<file path="src/rtl/fifo_pkg.sv">
// Shared constants and pointer-code helpers for the asynchronous display FIFO.
// Used by both the write-side (wptr_full) and read-side pointer blocks.
package fifo_pkg;

  localparam int FIFO_ADDR_W = 3;
  localparam int FIFO_PTR_W  = FIFO_ADDR_W + 1;
  localparam int DEPTH       = 2 ** FIFO_ADDR_W;

  typedef logic [FIFO_PTR_W-1:0] ptr_t;

  function automatic ptr_t bin2gray(ptr_t b);
    return b ^ (b >> 1);
  endfunction

  function automatic ptr_t gray2bin(ptr_t g);
    ptr_t b;
    b[FIFO_PTR_W-1] = g[FIFO_PTR_W-1];
    for (int unsigned i = 1; i < FIFO_PTR_W; i++) begin
      b[FIFO_PTR_W-1-i] = b[FIFO_PTR_W-i] ^ g[FIFO_PTR_W-1-i];
    end
    return b;
  endfunction

endpackage

</file>
<file path="src/rtl/ptr_sync.sv">
// Multi-bit flop chain for carrying a Gray pointer into another clock domain.
// Reused in both directions; all stages clear to zero on reset.
module ptr_sync #(
  parameter int WIDTH       = 4,
  parameter int SYNC_STAGES = 2
) (
  input  logic             wclk,
  input  logic             wrst_n,
  input  logic [WIDTH-1:0] d,
  output logic [WIDTH-1:0] q
);

  logic [WIDTH-1:0] stage_q [SYNC_STAGES];

  always_ff @(posedge wclk or negedge wrst_n) begin
    if (!wrst_n) begin
      for (int unsigned i = 0; i < SYNC_STAGES; i++) begin
        stage_q[i] <= '0;
      end
    end else begin
      stage_q[0] <= d;
      for (int unsigned i = 1; i < SYNC_STAGES; i++) begin
        stage_q[i] <= stage_q[i-1];
      end
    end
  end

  assign q = stage_q[SYNC_STAGES-1];

endmodule

</file>
<file path="src/rtl/wptr_full.sv">
// Write-domain pointer, Gray publish, read-pointer sync and full/level flags.
// The read side advances two entries per pop, so synchronised samples are filtered.
module wptr_full
  import fifo_pkg::*;
#(
  parameter int WPTR_WIDTH  = 4,
  parameter int RPTR_WIDTH  = 4,
  parameter int ADDR_WIDTH  = 3,
  parameter int SYNC_STAGES = 2
) (
  input  logic                  wclk,
  input  logic                  wrst_n,
  input  logic                  winc,
  input  logic [RPTR_WIDTH-1:0] gray_rd_ptr,
  output logic                  wfull,
  output logic                  walmost_full,
  output logic [WPTR_WIDTH-1:0] wfill,
  output logic                  woverflow,
  output logic [ADDR_WIDTH-1:0] w_addr,
  output logic [WPTR_WIDTH-1:0] gray_wr_ptr
);

  localparam logic [WPTR_WIDTH-1:0] FULL_LVL  = WPTR_WIDTH'(DEPTH);
  localparam logic [WPTR_WIDTH-1:0] AFULL_LVL = WPTR_WIDTH'(DEPTH - 1);
  localparam logic [WPTR_WIDTH-1:0] PTR_ONE   = WPTR_WIDTH'(1);

  logic [WPTR_WIDTH-1:0] bn_wptr;
  logic [WPTR_WIDTH-1:0] bn_rptr_s;
  logic [RPTR_WIDTH-1:0] rp_sync;
  logic [WPTR_WIDTH-1:0] rp_bin;
  logic [WPTR_WIDTH-1:0] rd_adv;
  logic                  rp_accept;
  logic                  wen;

  ptr_sync #(
    .WIDTH       (RPTR_WIDTH),
    .SYNC_STAGES (SYNC_STAGES)
  ) u_rptr_sync (
    .wclk   (wclk),
    .wrst_n (wrst_n),
    .d      (gray_rd_ptr),
    .q      (rp_sync)
  );

  always_comb begin
    wfill        = bn_wptr - bn_rptr_s;
    wfull        = (wfill == FULL_LVL);
    walmost_full = (wfill >= AFULL_LVL);
    wen          = winc & ~wfull;
    rp_bin       = gray2bin(rp_sync);
    rd_adv       = rp_bin - bn_rptr_s;
    // Even Gray parity is the same as a zero binary LSB; a torn two-bit
    // transition shows up as an odd value or as a reader ahead of the writer.
    rp_accept    = ~rp_bin[0] & (rd_adv <= wfill);
  end

  always_ff @(posedge wclk or negedge wrst_n) begin
    if (!wrst_n) begin
      bn_wptr     <= '0;
      bn_rptr_s   <= '0;
      gray_wr_ptr <= '0;
      woverflow   <= 1'b0;
    end else begin
      if (wen) begin
        bn_wptr <= bn_wptr + PTR_ONE;
      end
      // Published one cycle behind bn_wptr so the written entry settles first.
      gray_wr_ptr <= bin2gray(bn_wptr);
      if (rp_accept) begin
        bn_rptr_s <= rp_bin;
      end
      if (winc & wfull) begin
        woverflow <= 1'b1;
      end
    end
  end

  assign w_addr = bn_wptr[ADDR_WIDTH-1:0];

endmodule

</file>
<file path="config.mk">
export PLATFORM = sky130hd
export DESIGN_NAME = wptr_full
export DESIGN_NICKNAME = d
export VERILOG_FILES = /design/src/rtl/fifo_pkg.sv /design/src/rtl/ptr_sync.sv /design/src/rtl/wptr_full.sv
export SDC_FILE = /design/constraint.sdc
export NUM_CORES = 1
export LEC_CHECK = 0
export ABC_CLOCK_PERIOD_IN_PS = 5700
export CAP_MARGIN = 20
export CORE_MARGIN = 4
export CORE_UTILIZATION = 54
export DETAILED_ROUTE_END_ITERATION = 12
export HOLD_SLACK_MARGIN = 0.02
export PLACE_DENSITY = 0.92
export SYNTH_ARGS = -nofsm -noshare
export SYNTH_HDL_FRONTEND = slang
export SYNTH_SLANG_ARGS = --single-unit
</file>
<file path="constraint.sdc">
create_clock -name wclk -period 5.7 [get_ports wclk]
set_input_delay 1.14 -clock wclk [delete_from_list [all_inputs] [get_ports wclk]]
set_output_delay 1.14 -clock wclk [all_outputs]
set_load 0.01 [all_outputs]
</file>
Yosys cells after proc, flatten, opt, wreduce, memory -nomap -nowiden
Cells that the tools add are included.

storage, ports and cells
  bits in registers = 21
  input bits = 7
  output and inout bits = 14
  word-level logic and storage cells = 21

cells by class
  $add $sub $neg = 3
  $lt $le $gt $ge = 2
  equality and inequality tests = 1
  bitwise gates (word level) = 9

operators with widths
  operator                                             count
  subtractor 4 bit                                     2
  adder 4 x 1 -> 4 bit, second input constant          1
  == test 4 bit, second input constant                 1
  >= comparator 4 x 3 -> 1 bit, second input constant  1
  less-or-equal comparator 4 bit                       1
  XOR 4 x 3 -> 4 bit                                   1
  AND 1 bit                                            3
  XOR 1 bit                                            3
  NOT 1 bit                                            2

Logic depth before layout (Yosys ltp)
Gate-level depths: netlist (run 1).

  depth in word-level cells = 6
  depth in mapped cells = 12
  mapped depth without buffers = 12

Hierarchy
Synthesis (run 1) repeated with hierarchy kept, for this count alone.

second synthesis, totals
  cell total of the unflattened synthesis = 101
  area total of the unflattened synthesis = 1171.1 sq um

by module, submodules not included
  module     times used  cells each  area each (sq um)  sequential area each (sq um)
  wptr_full  1           89          940.9              325.3
  ptr_sync   1           12          230.2              200.2

Worst setup path after synthesis (run 1)
OpenSTA, ideal clock, no wires.

  path type = reg2out
  start point = register bn_wptr[0]
  end point = output port wfull
  data arrival time = 1.700 ns
  required time = 4.560 ns
  slack = 2.860 ns
  cell stages (with the launch flop) = 7
  path buffers = 0
  path through = dfrtp_1 -> inv_1 -> ha_1 -> fa_1 -> xor2_1 -> nand3_1 -> nor2_1

on the way
  word-level cells in the longest chain between the ends = 2

RTL lines
  item                    line             source
  start, declared         wptr_full.sv:27  logic [WPTR_WIDTH-1:0] bn_wptr;
  start signal, assigned  wptr_full.sv:65  bn_wptr <= bn_wptr + PTR_ONE;
  subtractor 4 bit        wptr_full.sv:46  wfill = bn_wptr - bn_rptr_s;
  == test 4 bit           wptr_full.sv:47  wfull = (wfill == FULL_LVL);
  end, declared           wptr_full.sv:15  output logic wfull,

Every way passes these cells.

Worst setup path after layout (run 1)
Ends and elaborated chain as after synthesis.

==> metrics, run 1 <==
Max Cap Violations 0; 1st-pass router iterations 4; synth warn 0; TritonCTS buffer count 3; GR Overflow Total 0; Layout Skew 0.00969 ns; routed wire length 1930 µm; Vias per Instance 5.09; fin crit share 67.9%; Metal-1 WL 873 µm; Core Box Area 1980 µm²; cells after synthesis 98; startpoint types flip-flop; # fillers 128; Routability Congestion 0.875; Synth area leader dfrtp_1; WL/cell 13.2 µm; worst path arrival time 2.73 ns; Setup CP Type flip-flop to primary output; Min Hold Slack 0.360 ns; syn nets 119; layout cells sized above 1 7.56%; NumNets Final 141; Via Count 743; Rows 16; initial antenna violation count 0; WL met2 934 µm; Post-DRT Antenna Nets 0; relative slew slack 39.8%; status finished, final reports clean; Final Max Tran Viols 0; largest net degree at the start of global routing 22; vias in the first global route 802; Setup Buffers After CTS 0; DPL Wire Length 1610 µm; I/O pin total 21; CP max-delay cell clkdlybuf4s50_1; hold endpoint u_rptr_sync.q[1]$_DFF_PN0_; Main synth FF type dfrtp_1; Max FO, Critical Path 5; Mean Syn Cell Area 11.6 µm²; H-tree levels 1; distinct cell type count after synthesis 26; initial DRC count 9; RSZ-0062 raised after global routing no; first-pass GRT wire length 3620 µm; top cell type's share of synthesized area 46.2%; # diodes 0; Critical Path End Type primary output; fraction of registers with async set/reset 100%; port bufs 20; min-delay src u_rptr_sync.stage_q[5]$_DFF_PN0_; Clock Path Buffers 2; die area 2910 µm²; worst reg2reg setup slack 2.59 ns; placed cells 142; Die H 53.9 µm; worst hold stages 0; register bit total from synthesis 21; top cells by area, synth dfrtp_1 (46%), ha_1 (13%), xnor2_1 (5.4%); Tightest Pin Transition 0.901 ns; Die Wd 53.9 µm; R2R depth 11; Tightest Hold Check Type flip-flop to flip-flop; Worst Path Required 4.56 ns; Fin. Hold Viols 0; highest metal used met4; GRT Overall Usage 17.4%; synthesis-to-finish area growth 21.0%; CTS Hold Bufs 0; Slowest Stage Delay on Critical Path 0.56 ns; non-filler cells, final 146; worst-skew pair later-pin latency 0.30 ns; clock sink count 21; Root Driver clkbuf_4; CTS tree yes; cts repair resizes 0; sequential area share after synthesis 46.2%; Post-synth top cells dfrtp_1 (21), ha_1 (12), inv_1 (11), xnor2_1 (7); Residual DRC 0; fin crit period 3.87 ns; Reg-to-Reg End bn_rptr_s[1]$_DFFE_PN0P_; final setup vio count 0; CP Cell Sequence inv_1, ha_1, fa_1, xor2_1, nand3_1, nor2_1, clkdlybuf4s50_1; most common cell in the netlist dfrtp_1; Achievable Freq 258 MHz; Post-synth EDFFs 0; setup TNS 0 ns; Starting Density 57.4%; clock-pin slew on the worst setup and hold paths 0.10 ns; worst r2r src u_rptr_sync.q[1]$_DFF_PN0_; metal3 WL 83 µm; synthesized area 1140 µm²
==> cells in the final DEF, fill, tap and decap left out, drive strengths merged, types with 2 or more instances in the layout <==
master / n
o21ai: 8
clkbuf: 3
ha: 12
nor2: 3
a21o: 3
nand2: 3
xnor2: 8
clkdlybuf4s50: 20
nand3: 2
xor2: 7
inv: 11
fa: 2
a21oi: 6
dfrtp: 21
==> sequential cells by signal, indices dropped and copies added, names as in the netlist <==
signal	count
bn_rptr_s	4
bn_wptr	4
gray_wr_ptr	4
u_rptr_sync.q	4
u_rptr_sync.stage_q	4
woverflow	1
==> cell type report <==
cell class                 count  area (µm²)  share of cell area [%]
clock buffer                   3        22.5                    1.63
sequential                    21         526                    38.1
multi-input combinational     63         549                    39.9
timing repair buffer          20         200                    14.5
clock inverter                 1        5.00                   0.363
tap                           27        33.8                    2.45
inverter                      11        41.3                    3.00
==> routing by layer <==
metal	up-vias	track usage [%]
met1	349	23.5
li1	368	-
met4	0	7.66
met5	-	0
met2	22	27.6
met3	4	2.49
==> critical path: cells and delay by family (launching register included) <==
family                   cells  cell delay [ns]
buffers and inverters        2             0.63
XOR/XNOR                     1             0.33
AND/OR/NAND/NOR              2             0.41
adder cells (fa/ha/maj)      2             0.61
flip-flops                   1             0.46
==> per-stage QoR <==
| step | cell area [µm²] | setup WS (ns) | util, % |
|---|---|---|---|
| after floorplan | 1140 | 2.86 | - |
| after global placement | 1350 | 2.28 | 68.1 |
| after detailed placement | 1350 | 2.14 | 68.1 |
| after CTS | 1380 | 1.80 | 69.5 |
| after global routing | 1380 | 1.63 | 69.5 |
| final | 1380 | 1.83 | 69.5 |
==> worst max path at each step <==
stage / startpoint / end / slack (ns) / cells past startpoint
5_1_grt: bn_wptr[0]$_DFFE_PN0P_ / wfull / 1.63 / 7
3_5_place_dp: bn_wptr[0]$_DFFE_PN0P_ / wfull / 2.14 / 7
3_3_place_gp: bn_wptr[0]$_DFFE_PN0P_ / wfull / 2.28 / 7
6_report: bn_wptr[0]$_DFFE_PN0P_ / wfull / 1.83 / 7
2_1_floorplan: bn_wptr[0]$_DFFE_PN0P_ / wfull / 2.86 / 6
4_1_cts: bn_wptr[0]$_DFFE_PN0P_ / wfull / 1.80 / 7
==> cell families (layout without fill, tap and decap cells) <==
kind of cell	count (synthesis)	after routing	synth area share, %
AOI/OAI and AO/OA	22	22	12.1
xor gates and xnor gates	15	15	13.5
adders and majority gates	14	14	16.7
buffers and inverters	14	35	5.60
DFF	21	21	46.2
muxes	1	1	1.32
and+or+nand+nor	11	11	4.62
Power of run 1 is left out: the tool's default activity adds up to more than one toggle a clock period on the data nets, which glitch-free logic cannot reach.
==> inputs of run 2 (changes only) <==
--- a/config.mk
+++ b/config.mk
@@ -5,13 +5,13 @@
 export SDC_FILE = /design/constraint.sdc
 export NUM_CORES = 1
 export LEC_CHECK = 0
-export ABC_CLOCK_PERIOD_IN_PS = 5700
+export ABC_CLOCK_PERIOD_IN_PS = 3300
 export CAP_MARGIN = 20
 export CORE_MARGIN = 4
-export CORE_UTILIZATION = 54
+export CORE_UTILIZATION = 46
 export DETAILED_ROUTE_END_ITERATION = 12
 export HOLD_SLACK_MARGIN = 0.02
-export PLACE_DENSITY = 0.92
+export PLACE_DENSITY = 0.84
 export SYNTH_ARGS = -nofsm -noshare
 export SYNTH_HDL_FRONTEND = slang
 export SYNTH_SLANG_ARGS = --single-unit
==> constraint.sdc (replaced) <==
create_clock -name wclk -period 3.3 [get_ports wclk]
set_input_delay 0.66 -clock wclk [delete_from_list [all_inputs] [get_ports wclk]]
set_output_delay 0.66 -clock wclk [all_outputs]
set_load 0.01 [all_outputs]
==> metrics, run 2 (synthesized netlist as in run 1, its figures left out) <==
synthesis-to-finish area growth 23.8%; GRT Overall Usage 13.0% (-4.3 points); Residual DRC 0 (unchanged); Rows 17 (+1); Post-DRT Antenna Nets 0 (unchanged); fin crit period 3.12 ns; most common cell after layout, fill and taps aside dfrtp_1; Tightest Pin Transition 0.913 ns (+0.0122 ns); Clock Path Buffers 2 (unchanged); startpoint types flip-flop; min-delay src u_rptr_sync.stage_q[4]$_DFF_PN0_; Design Area, Final 1410 µm² (+2.4%); worst-skew pair later-pin latency 0.29 ns (about the same); fin crit share 94.6%; setup TNS 0 ns (unchanged); 1st-pass router iterations 4 (unchanged); Reg-to-Reg End bn_rptr_s[2]$_DFFE_PN0P_; status finished, final reports clean; Achievable Freq 320 MHz; hold endpoint u_rptr_sync.q[0]$_DFF_PN0_; RSZ-0062 raised after global routing no; Via Count 764 (+2.8%); Max Cap Violations 0 (unchanged); Worst Path Required 2.64 ns (-1.92 ns); CP startpoint bn_wptr[2]$_DFFE_PN0P_; GR Overflow Total 0 (unchanged); WL/cell 13.5 µm (+2.6%); largest net degree at the start of global routing 22 (unchanged); initial antenna violation count 0 (unchanged); clock sink count 21 (unchanged); final setup vio count 0 (unchanged); H-tree levels 1 (unchanged); Placed Area 1350 µm² (about the same); die area 3340 µm² (+15%); TritonCTS buffer count 3 (unchanged); Tightest Hold Check Type flip-flop to flip-flop; worst r2r src u_rptr_sync.q[3]$_DFF_PN0_; vias in the first global route 800 (-0.25%); NumNets Final 143 (+1.4%); R2R depth 11 (unchanged); most frequent cells in the layout dfrtp_1 (21), clkdlybuf4s50_1 (19), ha_1 (12); # diodes 0 (unchanged); Die H 57.8 µm (+7.1%); Core Box Area 2280 µm² (+15%); Setup CP Type flip-flop to primary output; port bufs 20 (unchanged); Layout Skew 0.00131 ns (-0.00838 ns); worst reg2reg setup slack 0.31 ns (-2.28 ns); first-pass GRT wire length 3460 µm (-4.2%); Routability Congestion 0.873 (-0.31%); Fin. Hold Viols 0 (unchanged); # fillers 180 (+41%); Starting Density 50.0% (-7.4 points); clock-pin slew on the worst setup and hold paths 0.11 ns (about the same); worst path arrival time 2.46 ns (-0.27 ns); DPL Wire Length 1620 µm (+0.25%); relative slew slack 38.9% (-0.81 points); Max FO, Critical Path 6 (+1); I/O pin total 21 (unchanged); CTS tree yes; initial DRC count 9 (unchanged); Die Wd 57.8 µm (+7.1%); worst hold stages 0 (unchanged); Critical Path End Type primary output; routed wire length 2020 µm (+4.7%); Root Driver clkbuf_4; Vias per Instance 5.13 (+0.76%); Final Max Tran Viols 0 (unchanged); layout cells sized above 1 10.7% (+3.2 points)
## run 2: cell types whose count changed in the layout (fill, tap and decap cells not counted), sizes merged
cell,change
clkdlybuf4s50,-1
clkbuf,+1
dlymetal6s2s,+1
buf,+2
clkinv,-1
## run 2: how the worst max path moves through the flow
stage                               end  depth (start not counted)
6_report                   walmost_full                          6
5_1_grt        bn_rptr_s[2]$_DFFE_PN0P_                         11
4_1_cts                           wfull                          7
3_5_place_dp                      wfull                          7
3_3_place_gp                      wfull                          7
2_1_floorplan  bn_rptr_s[1]$_DFFE_PN0P_                         11
## run 2: area by class of cell
class | count | area, µm² | area share (%)
Sequential cell | 21 | 526 | 37.3
Clock buffer | 4 | 26.3 | 1.86
Inverter | 11 | 41.3 | 2.93
Timing Repair Buffer | 22 | 218 | 15.4
Multi-Input combinational cell | 63 | 564 | 40.0
Tap cell | 28 | 35.0 | 2.48
## run 2: stage by stage
step	utilization [%]	cells	setup WS (ns)	hold slack, ns
5_1_grt	62.0	149	0.102	0.366
6_report	62.0	149	0.179	0.359
2_1_floorplan	-	98	0.577	0.331
4_1_cts	61.1	147	0.0107	0.360
3_3_place_gp	59.4	143	0.267	0.332
3_5_place_dp	59.4	143	0.210	0.335
## run 2: metal layers
metal  GRT usage (%)  up-vias  share of wire, %
met3            2.00        0               5.4
met1            16.5      369                47
li1                -      373                 -
met5               0        -                 0
met4            3.31        0                 0
met2            23.1       22                48
## run 2: timing repair
item	4_1_cts	5_1_grt
pin swaps	1	0
buffers inserted	0	2
hold buffers	0	0
endpoints found under the hold margin	0	0
gates resized for setup	2	2
setup endpoints to repair	1	1
## run 2: worst max-delay path: stages (launching register included)
cell and delay, ns:
dfrtp_1 0.48, ha_1 0.39, a21oi_1 0.15, nand2_1 0.13, xnor2_2 0.39, o31ai_1 0.13
clkdlybuf4s50_1 0.50
Power of run 2 is left out for the same reason.
